File: src/rtl/oci_dtrace_packer.sv
// Data-trace packer: packs 2-bit debug fragments into 30-bit trace words and sequences end-of-test.
// Optional macro OCI_DTRACE_DROP_CNT_EN adds a saturating drop_count output for discarded fragments.
module oci_dtrace_packer #(
  parameter int FRAGS_PER_WORD = 15,
  parameter bit DROP_WHEN_BUSY = 1'b0
) (
  input  logic        clk,
  input  logic        reset_n,
  input  logic        frag_valid,
  input  logic [1:0]  frag_data,
  output logic        frag_ready,
  input  logic        flush,
  input  logic        end_req,
  output logic [29:0] dct_buffer,
  output logic [3:0]  dct_count,
  output logic        dct_valid,
  input  logic        dct_ready,
  output logic        test_ending,
  output logic        test_has_ended,
  output logic [1:0]  dbg_state
`ifdef OCI_DTRACE_DROP_CNT_EN
  ,
  output logic [15:0] drop_count
`endif
);

  // Handshakes: a fragment moves when frag_valid & frag_ready, a word when dct_valid & dct_ready,
  // both on the rising clk edge; valid never waits on ready.

  typedef enum logic [1:0] {
    ST_RUN    = 2'd0,
    ST_ENDING = 2'd1,
    ST_ENDED  = 2'd2
  } state_t;

  localparam logic [3:0] FULL_CNT = 4'(FRAGS_PER_WORD);
  localparam logic [3:0] LAST_CNT = 4'(FRAGS_PER_WORD - 1);

  state_t      state_q, state_d;
  logic [29:0] acc_q, acc_d;
  logic [3:0]  acc_cnt_q, acc_cnt_d;
  logic        flush_pend_q, flush_pend_d;
  logic [29:0] dct_buffer_q, dct_buffer_d;
  logic [3:0]  dct_count_q, dct_count_d;
  logic        dct_valid_q, dct_valid_d;
  logic        test_ending_q, test_ending_d;
  logic        test_has_ended_q, test_has_ended_d;
  logic        take_ok;
  logic        accept;
  logic [29:0] packed_word;

  always_comb begin
    // The final fragment of a word is held off while the previous word is still unclaimed.
    take_ok = (state_q == ST_RUN) && !flush_pend_q &&
              !((acc_cnt_q == LAST_CNT) && dct_valid_q);
    accept      = frag_valid && take_ok;
    packed_word = {acc_q[27:0], frag_data};

    state_d          = state_q;
    acc_d            = acc_q;
    acc_cnt_d        = acc_cnt_q;
    flush_pend_d     = flush_pend_q;
    dct_buffer_d     = dct_buffer_q;
    dct_count_d      = dct_count_q;
    dct_valid_d      = dct_valid_q;
    test_ending_d    = test_ending_q;
    test_has_ended_d = test_has_ended_q;

    if (dct_valid_q && dct_ready) begin
      dct_valid_d = 1'b0;
    end

    if (accept) begin
      if (acc_cnt_q == LAST_CNT) begin
        dct_buffer_d = packed_word;
        dct_count_d  = FULL_CNT;
        dct_valid_d  = 1'b1;
        acc_d        = '0;
        acc_cnt_d    = '0;
      end else begin
        acc_d     = packed_word;
        acc_cnt_d = acc_cnt_q + 4'd1;
      end
    end else if (flush_pend_q && !dct_valid_q) begin
      if (acc_cnt_q != 4'd0) begin
        dct_buffer_d = acc_q;
        dct_count_d  = acc_cnt_q;
        dct_valid_d  = 1'b1;
        acc_d        = '0;
        acc_cnt_d    = '0;
      end
      flush_pend_d = 1'b0;
    end

    case (state_q)
      ST_RUN: begin
        if (end_req) begin
          state_d       = ST_ENDING;
          test_ending_d = 1'b1;
          flush_pend_d  = 1'b1;
        end else if (flush) begin
          flush_pend_d = 1'b1;
        end
      end
      ST_ENDING: begin
        if (!flush_pend_q && !dct_valid_q) begin
          state_d          = ST_ENDED;
          test_has_ended_d = 1'b1;
        end
      end
      default: begin
        state_d = ST_ENDED;
      end
    endcase
  end

  always_ff @(posedge clk or negedge reset_n) begin
    if (!reset_n) begin
      state_q          <= ST_RUN;
      acc_q            <= '0;
      acc_cnt_q        <= '0;
      flush_pend_q     <= 1'b0;
      dct_buffer_q     <= '0;
      dct_count_q      <= '0;
      dct_valid_q      <= 1'b0;
      test_ending_q    <= 1'b0;
      test_has_ended_q <= 1'b0;
    end else begin
      state_q          <= state_d;
      acc_q            <= acc_d;
      acc_cnt_q        <= acc_cnt_d;
      flush_pend_q     <= flush_pend_d;
      dct_buffer_q     <= dct_buffer_d;
      dct_count_q      <= dct_count_d;
      dct_valid_q      <= dct_valid_d;
      test_ending_q    <= test_ending_d;
      test_has_ended_q <= test_has_ended_d;
    end
  end

`ifdef OCI_DTRACE_DROP_CNT_EN
  logic [15:0] drop_cnt_q, drop_cnt_d;
  logic        discard;

  always_comb begin
    discard    = DROP_WHEN_BUSY && frag_valid && !take_ok && (state_q != ST_ENDED);
    drop_cnt_d = drop_cnt_q;
    if (discard && (drop_cnt_q != 16'hFFFF)) begin
      drop_cnt_d = drop_cnt_q + 16'd1;
    end
  end

  always_ff @(posedge clk or negedge reset_n) begin
    if (!reset_n) begin
      drop_cnt_q <= '0;
    end else begin
      drop_cnt_q <= drop_cnt_d;
    end
  end

  assign drop_count = drop_cnt_q;
`endif

  assign frag_ready     = DROP_WHEN_BUSY ? 1'b1 : take_ok;
  assign dct_buffer     = dct_buffer_q;
  assign dct_count      = dct_count_q;
  assign dct_valid      = dct_valid_q;
  assign test_ending    = test_ending_q;
  assign test_has_ended = test_has_ended_q;
  assign dbg_state      = state_q;

endmodule

File: config.mk
export PLATFORM = sky130hd
export DESIGN_NAME = oci_dtrace_packer
export DESIGN_NICKNAME = d
export VERILOG_FILES = /design/src/rtl/oci_dtrace_packer.sv
export SDC_FILE = /design/constraint.sdc
export NUM_CORES = 1
export LEC_CHECK = 0
export BUFFER_PORTS_ARGS = -buffer_cell sky130_fd_sc_hd__buf_2
export CAP_MARGIN = 20
export CORE_ASPECT_RATIO = 0.8
export CORE_MARGIN = 2
export CORE_UTILIZATION = 56
export CTS_CLUSTER_SIZE = 10
export DETAILED_ROUTE_END_ITERATION = 16
export PLACE_DENSITY = 0.9
export SYNTH_ARGS = -nofsm -noshare
export SYNTH_HDL_FRONTEND = slang
export SYNTH_SLANG_ARGS = --single-unit
export TNS_END_PERCENT = 5
File: constraint.sdc
create_clock -name clk -period 2.4 [get_ports clk]
set_input_delay 0.48 -clock clk [delete_from_list [all_inputs] [get_ports clk]]
set_output_delay 0.48 -clock clk [all_outputs]
set_load 0.02 [all_outputs]
# After elaboration in Yosys (flattened, before gate mapping)
# Index checks and enable logic that the tools add are counted.
[classes]
muxes = 29
n_eq_ne = 5
addsub = 1
reduce_logical = 19
[ops]
columns = ["op", "n"]
rows = [
  ["two-way mux 30 bit", 8],
  ["two-way mux 4 bit", 8],
  ["two-way mux 1 bit", 10],
  ["AND reduction 2 bit", 4],
  ["logical AND 1 bit", 7],
  ["adder 4 x 1 -> 4 bit (second input constant)", 1],
  ["== test 4 bit (second input constant)", 1],
  ["two-way mux 2 bit", 2],
  ["inequality test 2 bit (second input constant)", 2],
  ["case mux 2 bit (2 select lines)", 1],
  ["nonzero test 2 bit", 2],
  ["nonzero test 4 bit", 1],
  ["logical NOT 1 bit", 3],
  ["AND reduction 3 bit", 1],
  ["== test 2 x 1 -> 1 bit (second input constant)", 1],
  ["logical NOT 2 bit", 1],
  ["inequality test 2 x 1 -> 1 bit (second input constant)", 1],
]
[word_totals]
in_bits = 8
register_bits = 74
wordCells = 63

# Depth between registers and ports, before layout
# Gate-level depths: netlist of run 1.
[depth]
ltp_word = 9
depth_mapped = 8
ltp_nobuf = 6

# Worst setup path before layout of run 1
# No wires, ideal clock.
[synth_path]
path_type = "register to register"
start = "register acc_cnt_q[0]"
end = "register dct_buffer_q[10] (netlist: dct_buffer[10])"
arrival_ns = 1.851
stages_incl_launch_ff = 8
path_slack_ns = 0.425
path_buffers = 1
setup_time_ns = 0.125
required_time_ns = 2.275
cell_sequence = "dfrtp_1 inv_1 ha_1 nor3b_1 or2_2 a21oi_4 buf_6 mux2_2"
[synth_via]
elab_chain_cells = 7
elab_cells_between_ends = 11
cone_classes = "eq/ne (2); mux (1); reduce/logical (8)"
[synth_rtl]
columns = ["element", "line", "rtl"]
rows = [
  ["start: declaration", "41", "logic [3:0] acc_cnt_q, acc_cnt_d;"],
  ["start signal: assignment", "131", "acc_cnt_q <= acc_cnt_d;"],
  ["== test 4 bit", "55, 74", ""],
  ["logical AND 1 bit", "55", "!((acc_cnt_q == LAST_CNT) && dct_valid_q);"],
  ["logical NOT 1 bit", "55", ""],
  ["logical AND 1 bit", "54", "take_ok = (state_q == ST_RUN) && !flush_pend_q &&"],
  ["logical AND 1 bit", "56", "accept = frag_valid && take_ok;"],
  ["inequality test 2 x 1 -> 1 bit (no line) / nonzero test 2 bit (equally long branches)", "-", ""],
  ["AND reduction 3 bit (no line)", "-", ""],
  ["end signal: assignment", "133", "dct_buffer_q <= dct_buffer_d;"],
  ["end: declaration", "43", "logic [29:0] dct_buffer_q, dct_buffer_d;"],
]
# Parallel ways exist; a longest one is shown, timed or not.
# A chain may end at the register's enable or synchronous reset.

# Worst setup path after layout of run 1
# Same ends and word-level chain as after synthesis.

==> results of run 1 <==
-- sequential cells by signal, summed over array words and instances, names as in the netlist, 2 cells and up --
signal / cells
dct_buffer: 30
acc_q: 30
acc_cnt_q: 4
dbg_state: 2
dct_count: 4
-- metal layers --
layer / up-vias / track usage [%] / part of all wire [%]
met1: 1039 / 26.25 / 44
met2: 51 / 32.18 / 49
met4: 0 / 10.95 / 2.5
met5: - / 0 / 0
li1: 926 / - / -
met3: 13 / 6.598 / 4.1
-- synthesized netlist by cell type --
cell       instances
dfrtp_1           74
mux2_2            49
a22o_1            32
mux2_4            11
inv_1              6
nor2_1             5
a2bb2oi_1          4
buf_6              4
clkbuf_1           4
ha_1               3
nand2_1            3
nand3_1            3
a21o_1             2
buf_2              2
buf_8              2
nor3b_1            2
o21ai_0            2
or2_2              2
xnor2_1            2
a21oi_1            1
a21oi_4            1
and2_1             1
and3b_1            1
buf_4              1
nand2_2            1
nand2b_1           1
nand4_1            1
nor4b_4            1
o21bai_1           1
o22a_1             1
-- worst register-to-register path, cell delays in order (launching register included) --
cell     delay (ns)
dfrtp_1        0.40
inv_1          0.14
ha_1           0.19
nand4_1        0.20
nand2_2        0.27
buf_12         0.23
mux2_2         0.37
mux2_2         0.29
-- final timing paths --
check / endpoint / slack (ns) / depth (start not counted)
max in group asynchronous: dct_count[1]$_DFFE_PN0P_ / 1.96 / 2
hold reg to reg: test_ending$_DFFE_PN0P_ / 0.45 / 1
min in group clk: dct_valid$_DFF_PN0_ / 0.30 / 2
setup / recovery: dct_buffer[10]$_DFFE_PN0P_ / 0.20 / 7
setup reg to reg: dct_buffer[10]$_DFFE_PN0P_ / 0.20 / 7
hold / removal: dct_buffer[19]$_DFFE_PN0P_ / 0.11 / 2
-- cell type report --
cell class                      instances  area, µm²  share of cell area, %
Inverter                                6      22.52                 0.5871
Timing Repair Buffer                   54      327.8                  8.545
Clock buffer                           11      151.4                  3.947
Tap cell                               78      97.59                  2.544
Sequential cell                        74       1852                  48.27
Clock inverter                          4      98.84                  2.577
Multi-Input combinational cell        130       1286                  33.53
-- power groups by stage --
stage / clock [µW] / combinational [µW] / sequential (µW)
3_5_place_dp: 0 / 1130 / 1660
2_1_floorplan: 0 / 689 / 1780
4_1_cts: 1210 / 1130 / 1640
3_3_place_gp: 0 / 1100 / 1650
6_report: 1190 / 1130 / 1640
5_1_grt: 1270 / 1210 / 1670
-- through the flow --
step | util [%] | setup WS [ns] | power [µW] | hold WS [ns] | instances
detailed placement | 64.90 | 0.2478 | 2785 | 0.4434 | 342
CTS | 69.43 | 0.2068 | 3987 | 0.1357 | 357
finish | 69.43 | 0.1991 | 3955 | 0.1135 | 357
global route | 69.43 | 0.1402 | 4149 | 0.1454 | 357
global placement | 64.90 | 0.3368 | 2749 | 0.4358 | 342
floorplan | - | 0.4247 | 2466 | 0.1844 | 223
-- cell families (layout without fill, tap and decap cells) --
logic type,after synthesis,after routing,synth area share (%)
AOI/OAI and AO/OA,44,44,11.58
xor gates and xnor gates,2,2,0.5371
adders and majority gates,3,3,1.151
buffers and inverters,19,75,3.989
DFF,74,74,56.77
muxes,60,60,21.98
and+or+nand+nor,21,21,3.989
==> flow_metrics.env, run 1 <==
export IMPL_path_class="flop to flop"
export IMPL_endpoint_kind="flop"
export IMPL_clockBufferDepth=2
export IMPL_ys_seq_elements=74
export IMPL_antennaDiodeCount=0
export IMPL_p_comb_share_pct=28.5
export IMPL_period_share_pct=91.70
export IMPL_timing_rr_start="acc_cnt_q[0]$_DFFE_PN0P_"
export IMPL_drc=0
export IMPL_wl_per_cell_um=16.51
export IMPL_clock_power_share_pct=30.1
export IMPL_setup_viol=0
export IMPL_cts_sinks=74
export IMPL_critPathSlowestCell="dfrtp_1"
export IMPL_routed_wl_mm=5.894
export IMPL_drv_slew=0
export IMPL_hpwl_mm=3.803
export IMPL_slew_headroom_pct=71.68
export IMPL_rows=24
export IMPL_dieArea_um2=6455
export IMPL_critPathMaxFanout=25
export IMPL_stdcell_area_um2=3836
export IMPL_path_common_cell="mux2_2"
export IMPL_hold_viol_final=0
export IMPL_critPathLaunch="acc_cnt_q[0]$_DFFE_PN0P_"
export IMPL_vdd_drop_max_mv=0.5955
export IMPL_p_int_uw=2711
export IMPL_grt_max_degree=75
export IMPL_synth_top_area_share_pct=56.77
export IMPL_grtUsageTotal_pct=20.79
export IMPL_worstPathArrival_ns=2.43
export IMPL_cts_tree="yes"
export IMPL_critPathLaunchType="flop"
export IMPL_ant_nets=0
export IMPL_grt_pass1_vias=2047
export IMPL_power_leakage_uw=0.001978
export IMPL_syn_avg_cell_area_um2=14.63
export IMPL_cts_inserted_buffers=9
export IMPL_yosys_warnings=0
export IMPL_drt_iter0_markers=109
export IMPL_ios=48
export IMPL_fmax_ghz=0.4544
export IMPL_port_buffers=47
export IMPL_cts_root_buf="clkbuf_8"
export IMPL_power_net_switching_uw=1243
export IMPL_cpPeakStageDelay_ns=0.40
export IMPL_drt_pass1_iter_count=4
export IMPL_syn_inst=223
export IMPL_syn_nets=234
export IMPL_placed_area_um2=3586
export IMPL_synth_seq_area_share_pct=56.77
export IMPL_most_common_layout_cells="dfrtp_1 (74), mux2_2 (49), buf_2 (46)"
export IMPL_synth_cell_types=30
export IMPL_powerDensity_nw_per_um2=1031
export IMPL_clk_pin_slew_ns=0.07
export IMPL_syn_to_final_growth_pct=17.61
export IMPL_fill_cells=407
export IMPL_path_buf_inv=2
export IMPL_tightest_slew_ns=0.4239
export IMPL_fin_setup_tns_ns=0
export IMPL_via_count=2029
export IMPL_postCtsSetupBuffers=0
export IMPL_gp_congestion=0.7936
export IMPL_initial_utilization_pct=59.04
export IMPL_cp_required_ns=2.63
export IMPL_rsz0062_at_grt="false"
export IMPL_fin_nets=286
export IMPL_core_area_um2=5525
export IMPL_antenna_found_initial=0
export IMPL_cts_hold_buffers=0
export IMPL_synth_area_leaders="dfrtp_1 (57%), mux2_2 (17%), a22o_1 (8.6%), mux2_4 (5.1%), buf_6 (1.4%)"
export IMPL_die_height_um=72.26
export IMPL_dieWidth_um=89.33
export IMPL_crit_chain="inv_1, ha_1, nand4_1, nand2_2, buf_12, mux2_2, mux2_2"
export IMPL_grt_pass1_wl_mm=9.901
export IMPL_cp_top_family="multiplexers"
export IMPL_post_cts_resized=0
export IMPL_drive_gt1_share_pct=48.39
export IMPL_p_sw_share_pct=31.44
export IMPL_yosysTopAreaCell="dfrtp_1"
export IMPL_power_share_sequential_pct=41.4
export IMPL_clk_latency_ns=0.35
export IMPL_mostFrequentLayoutCell="dfrtp_1"
export IMPL_worstHoldPathType="input pin to asynchronous set/reset pin"
export IMPL_netlist_area_um2=3262
export IMPL_grt_overflow=0
export IMPL_vias_per_cell=5.683
export IMPL_layout_min_cycle_time_ns=2.201
export IMPL_htree_num_levels=3
export IMPL_status="completed"
export IMPL_max_cap_violations=0
export IMPL_fin_skew_ns=0.007081
Power figures use the tool's default switching activity.
==> run 2: changes to the inputs <==
--- a/config.mk
+++ b/config.mk
@@ -13,6 +13,8 @@
 export CTS_CLUSTER_SIZE = 10
 export DETAILED_ROUTE_END_ITERATION = 16
 export PLACE_DENSITY = 0.9
+export RECOVER_POWER = 100
+export SLEW_MARGIN = 5
 export SYNTH_ARGS = -nofsm -noshare
 export SYNTH_HDL_FRONTEND = slang
 export SYNTH_SLANG_ARGS = --single-unit
==> run 2 against run 1 <==
Against the previous run:
- the run now ends with capacitance limit, slew limit left
- flip-flop and latch count unchanged
- global-route usage stayed put
- combinational power is 5% lower
- via count decreased by 0.30%
- sequential power barely moved
- register-to-register slack got worse by 0.05 ns
- sequential share of layout area rose by 1.3 points
- maximum frequency fell by 2.3%
- clock skew barely moved
- clock power barely moved
- non-clock buffer count is the same
- total power down 1.4%
- largest cell class unchanged
==> flow_metrics.env, run 2 (same netlist as run 1, synthesis figures left out) <==
export IMPL_cp_required_ns=2.62
export IMPL_antenna_found_initial=0
export IMPL_htree_num_levels=3
export IMPL_timing_rr_start="acc_cnt_q[0]$_DFFE_PN0P_"
export IMPL_dieArea_um2=6455
export IMPL_layout_min_cycle_time_ns=2.254
export IMPL_postCtsSetupBuffers=0
export IMPL_routed_wl_mm=5.893
export IMPL_worstSetupEndpoint="dct_buffer[10]$_DFFE_PN0P_"
export IMPL_port_buffers=47
export IMPL_m1WireLength_mm=2.672
export IMPL_status="finished with violations"
export IMPL_critPathLaunchType="flop"
export IMPL_final_core_util_pct=67.62
export IMPL_cts_hold_buffers=0
export IMPL_period_share_pct=93.91
export IMPL_syn_to_final_growth_pct=14.54
export IMPL_setup_viol=0
export IMPL_most_common_layout_cells="dfrtp_1 (74), mux2_2 (48), clkbuf_1 (40)"
export IMPL_slew_headroom_pct=-15.20
export IMPL_dp_slack_ns=0.2478
export IMPL_hold_viol_final=0
export IMPL_stdcell_area_um2=3736
export IMPL_drt_iter0_markers=109
export IMPL_path_class="flop to flop"
export IMPL_initial_utilization_pct=59.04
export IMPL_vdd_drop_max_mv=0.6014
export IMPL_grt_pass1_wl_mm=9.901
export IMPL_placed_area_um2=3586
export IMPL_clk_latency_ns=0.35
export IMPL_drv_slew=75
export IMPL_violations="capacitance limit, slew limit"
export IMPL_cts_root_buf="clkbuf_8"
export IMPL_grtUsageTotal_pct=20.79
export IMPL_max_cap_violations=1
export IMPL_mostFrequentLayoutCell="dfrtp_1"
export IMPL_power_leakage_uw=0.001819
export IMPL_wl_per_cell_um=16.51
export IMPL_fill_cells=438
export IMPL_highest_layer="met4"
export IMPL_wl_met3_um=226
export IMPL_ios=48
export IMPL_fmax_ghz=0.4437
export IMPL_fin_setup_tns_ns=0
export IMPL_post_cts_resized=0
export IMPL_cts_sinks=74
export IMPL_critPathLaunch="acc_cnt_q[0]$_DFFE_PN0P_"
export IMPL_fin_skew_ns=0.006660
export IMPL_critPathMaxFanout=25
export IMPL_gp_congestion=0.7936
export IMPL_rsz0062_at_grt="false"
export IMPL_rows=24
export IMPL_cts_tree="yes"
export IMPL_ant_nets=0
export IMPL_dieWidth_um=89.33
export IMPL_r2r_cells=7
export IMPL_antennaDiodeCount=0
export IMPL_drc=0
export IMPL_drive_gt1_share_pct=30.82
export IMPL_drt_pass1_iter_count=4
export IMPL_endpoint_kind="flop"
export IMPL_hpwl_mm=3.803
export IMPL_powerDensity_nw_per_um2=1043
export IMPL_vias_per_cell=5.667
export IMPL_grt_pass1_vias=2047
export IMPL_fin_ws_ns=0.1463
export IMPL_reg2reg_to="dct_buffer[10]$_DFFE_PN0P_"
export IMPL_tightest_slew_ns=1.728
export IMPL_grt_overflow=0
export IMPL_clk_pin_slew_ns=0.07
export IMPL_fin_nets=286
export IMPL_clockBufferDepth=2
export IMPL_grt_max_degree=75
export IMPL_worstHoldPathType="input pin to flop"
export IMPL_die_height_um=72.26
export IMPL_worstPathArrival_ns=2.47
export IMPL_dr_wl_met2_mm=2.852
export IMPL_cts_inserted_buffers=9
export IMPL_min_from="dct_ready"
export IMPL_via_count=2023
export IMPL_reg2reg_slack_ns=0.15
export IMPL_core_area_um2=5525
-- run 2: layer usage --
metal	global-route usage (%)	vias up
li1	-	925
met1	26.25	1035
met2	32.18	50
met3	6.598	13
met4	10.95	0
met5	0	-
-- run 2: stage by stage --
stage          cells  hold WS (ns)  total power [µW]
5_1_grt          357        0.2904              4095
6_report         357        0.3020              3898
3_3_place_gp     342        0.4358              2749
2_1_floorplan    223        0.1844              2466
4_1_cts          357        0.1357              3987
3_5_place_dp     342        0.4434              2785
-- run 2: cell type report --
type,instances,area [µm²],area share [%]
Clock buffer,11,151.4,4.052
Multi-Input combinational cell,130,1256,33.62
Inverter,6,22.52,0.6028
Timing Repair Buffer,54,257.7,6.899
Clock inverter,4,98.84,2.646
Tap cell,78,97.59,2.612
Sequential cell,74,1852,49.56
-- run 2: how the worst min path moves through the flow --
stage,to,slack [ns],depth (start not counted)
global placement,test_ending$_DFFE_PN0P_,0.44,1
CTS,acc_q[28]$_DFFE_PN0P_,0.14,2
global route,dct_valid$_DFF_PN0_,0.29,2
detailed placement,test_ending$_DFFE_PN0P_,0.44,1
floorplan,acc_cnt_q[0]$_DFFE_PN0P_,0.18,0
finish,dct_valid$_DFF_PN0_,0.30,2
-- run 2: worst max-delay path: stages, from the launching register on --
cell,delay [ns]
dfrtp_1,0.40
inv_1,0.14
ha_1,0.19
nand4_1,0.20
nand2_2,0.27
buf_12,0.22
mux2_2,0.36
mux2_1,0.34
-- run 2: power by group --
| group | internal (µW) | switching, µW |
|---|---|---|
| combinational | 457 | 610 |
| clock | 743 | 448 |
| sequential | 1460 | 181 |
==> run 3: changes to the inputs <==
--- a/config.mk
+++ b/config.mk
@@ -9,10 +9,10 @@
 export CAP_MARGIN = 20
 export CORE_ASPECT_RATIO = 0.8
 export CORE_MARGIN = 2
-export CORE_UTILIZATION = 56
+export CORE_UTILIZATION = 52
 export CTS_CLUSTER_SIZE = 10
 export DETAILED_ROUTE_END_ITERATION = 16
-export PLACE_DENSITY = 0.9
+export PLACE_DENSITY = 0.86
 export RECOVER_POWER = 100
 export SLEW_MARGIN = 5
 export SYNTH_ARGS = -nofsm -noshare
==> run 3 against run 2 <==
Against the previous run:
- the flow now finishes without violations
- core utilization decreased by 6.5 points
- maximum frequency up 2.2%
- register-to-register slack gained 0.05 ns
- wire length is 2.2% lower
- clock skew is 0.0016 ns higher
- critical path depth is the same
- first-iteration DRC count down 43%
- critical path type unchanged
- largest power group unchanged
==> flow_metrics.env, run 3 (same netlist as run 1, synthesis figures left out) <==
export IMPL_wl_per_cell_um=15.91
export IMPL_final_core_util_pct=61.13
export IMPL_fin_nets=287
export IMPL_dp_slack_ns=0.3550
export IMPL_power_leakage_uw=0.001781
export IMPL_fmax_ghz=0.4535
export IMPL_fin_ws_ns=0.1947
export IMPL_core_area_um2=5974
export IMPL_htree_num_levels=3
export IMPL_ios=48
export IMPL_grt_overflow=0
export IMPL_status="completed"
export IMPL_grt_pass1_vias=1989
export IMPL_worstPathArrival_ns=2.44
export IMPL_rows=25
export IMPL_dr_wl_met2_mm=2.761
export IMPL_fill_cells=484
export IMPL_routed_wl_mm=5.761
export IMPL_antennaDiodeCount=0
export IMPL_fin_hold_ws_ns=0.2907
export IMPL_clk_pin_slew_ns=0.09
export IMPL_critPathMaxFanout=16
export IMPL_fin_setup_tns_ns=0
export IMPL_clk_latency_ns=0.35
export IMPL_drt_pass1_iter_count=5
export IMPL_multiInputGateArea_um2=1227
export IMPL_dieArea_um2=6926
export IMPL_grtUsageTotal_pct=18.61
export IMPL_setup_viol=0
export IMPL_cts_root_buf="clkbuf_8"
export IMPL_endpoint_kind="flop"
export IMPL_cts_sinks=74
export IMPL_clockBufferDepth=2
export IMPL_antenna_found_initial=0
export IMPL_mostFrequentLayoutCell="dfrtp_1"
export IMPL_post_cts_resized=0
export IMPL_m1WireLength_mm=2.699
export IMPL_highest_layer="met4"
export IMPL_max_cap_violations=0
export IMPL_gp_congestion=0.7910
export IMPL_slew_headroom_pct=32.01
export IMPL_syn_to_final_growth_pct=11.97
export IMPL_tightest_slew_ns=1.020
export IMPL_period_share_pct=91.89
export IMPL_hpwl_mm=3.760
export IMPL_power_uw=3594
export IMPL_drc=0
export IMPL_ant_nets=0
export IMPL_via_count=1981
export IMPL_cts_inserted_buffers=9
export IMPL_fin_skew_ns=0.008248
export IMPL_die_height_um=74.84
export IMPL_path_class="flop to flop"
export IMPL_dieWidth_um=92.55
export IMPL_critPathLaunchType="flop"
export IMPL_drv_slew=0
export IMPL_final_seq_area_um2=1852
export IMPL_cp_required_ns=2.64
export IMPL_wl_met3_um=220
export IMPL_drive_gt1_share_pct=29.54
export IMPL_cts_hold_buffers=0
export IMPL_hold_viol_final=0
export IMPL_grt_pass1_wl_mm=9.791
export IMPL_most_common_layout_cells="dfrtp_1 (74), mux2_2 (49), clkbuf_1 (41)"
export IMPL_vdd_drop_max_mv=0.7423
export IMPL_grt_max_degree=44
export IMPL_rsz0062_at_grt="false"
export IMPL_vias_per_cell=5.472
export IMPL_port_buffers=47
export IMPL_postCtsSetupBuffers=0
export IMPL_cts_tree="yes"
export IMPL_initial_utilization_pct=54.60
export IMPL_drt_iter0_markers=62
export IMPL_powerDensity_nw_per_um2=984.1
export IMPL_worstHoldPathType="input pin to asynchronous set/reset pin"
export IMPL_layout_min_cycle_time_ns=2.205
run 3: cell count changes in the layout (fill, tap and decap cells not counted), sizes merged:
cell      previous run  this run
bufinv               3         0
inv                  6        10
buf                 10        12
clkbuf              55        52
clkinvlp             0         2
run 3: area by class of cell:
class,count,area share [%]
well taps,81,2.775
clock buffers,9,3.392
multi-input cells,130,33.61
repair buffers,55,7.229
flip-flops and latches,74,50.70
inverters,6,0.6167
clock inverters,7,1.679
run 3: report_power, final:
| group | switching [µW] | internal, µW |
|---|---|---|
| clock | 506 | 394 |
| sequential | 178 | 1460 |
| combinational | 604 | 454 |
| total | 1290 | 2310 |
run 3: final timing paths:
check | slack [ns] | start | endpoint | depth (start not counted)
max | 0.19 | acc_cnt_q[1]$_DFFE_PN0P_ | dct_buffer[7]$_DFFE_PN0P_ | 7
min | 0.29 | reset_n | dct_buffer[20]$_DFFE_PN0P_ | 1
max reg2reg | 0.19 | acc_cnt_q[1]$_DFFE_PN0P_ | dct_buffer[7]$_DFFE_PN0P_ | 7
min reg2reg | 0.46 | test_ending$_DFFE_PN0P_ | test_ending$_DFFE_PN0P_ | 1
max in group asynchronous | 0.80 | reset_n | acc_q[12]$_DFFE_PN0P_ | 2
min in group clk | 0.29 | dct_ready | dct_valid$_DFF_PN0_ | 2
run 3: through the flow:
| step | cells | area [µm²] |
|---|---|---|
| 2_1_floorplan | 223 | 3262 |
| 3_3_place_gp | 346 | 3597 |
| 3_5_place_dp | 346 | 3597 |
| 4_1_cts | 362 | 3782 |
| 5_1_grt | 362 | 3652 |
| 6_report | 362 | 3652 |
run 3: worst max-delay path, cell delays in order, from the launching register on:
cell and delay, ns:
dfrtp_1 0.44, inv_1 0.09, ha_1 0.18, nor3b_1 0.14, or2_2 0.30, a21oi_1 0.28, buf_4 0.30, mux2_2 0.36
run 3: routing by layer:
metal  vias up  GRT usage [%]
met1      1001          25.25
met3        10          5.005
met2        37          29.28
met5         -              0
li1        933              -
met4         0          7.297
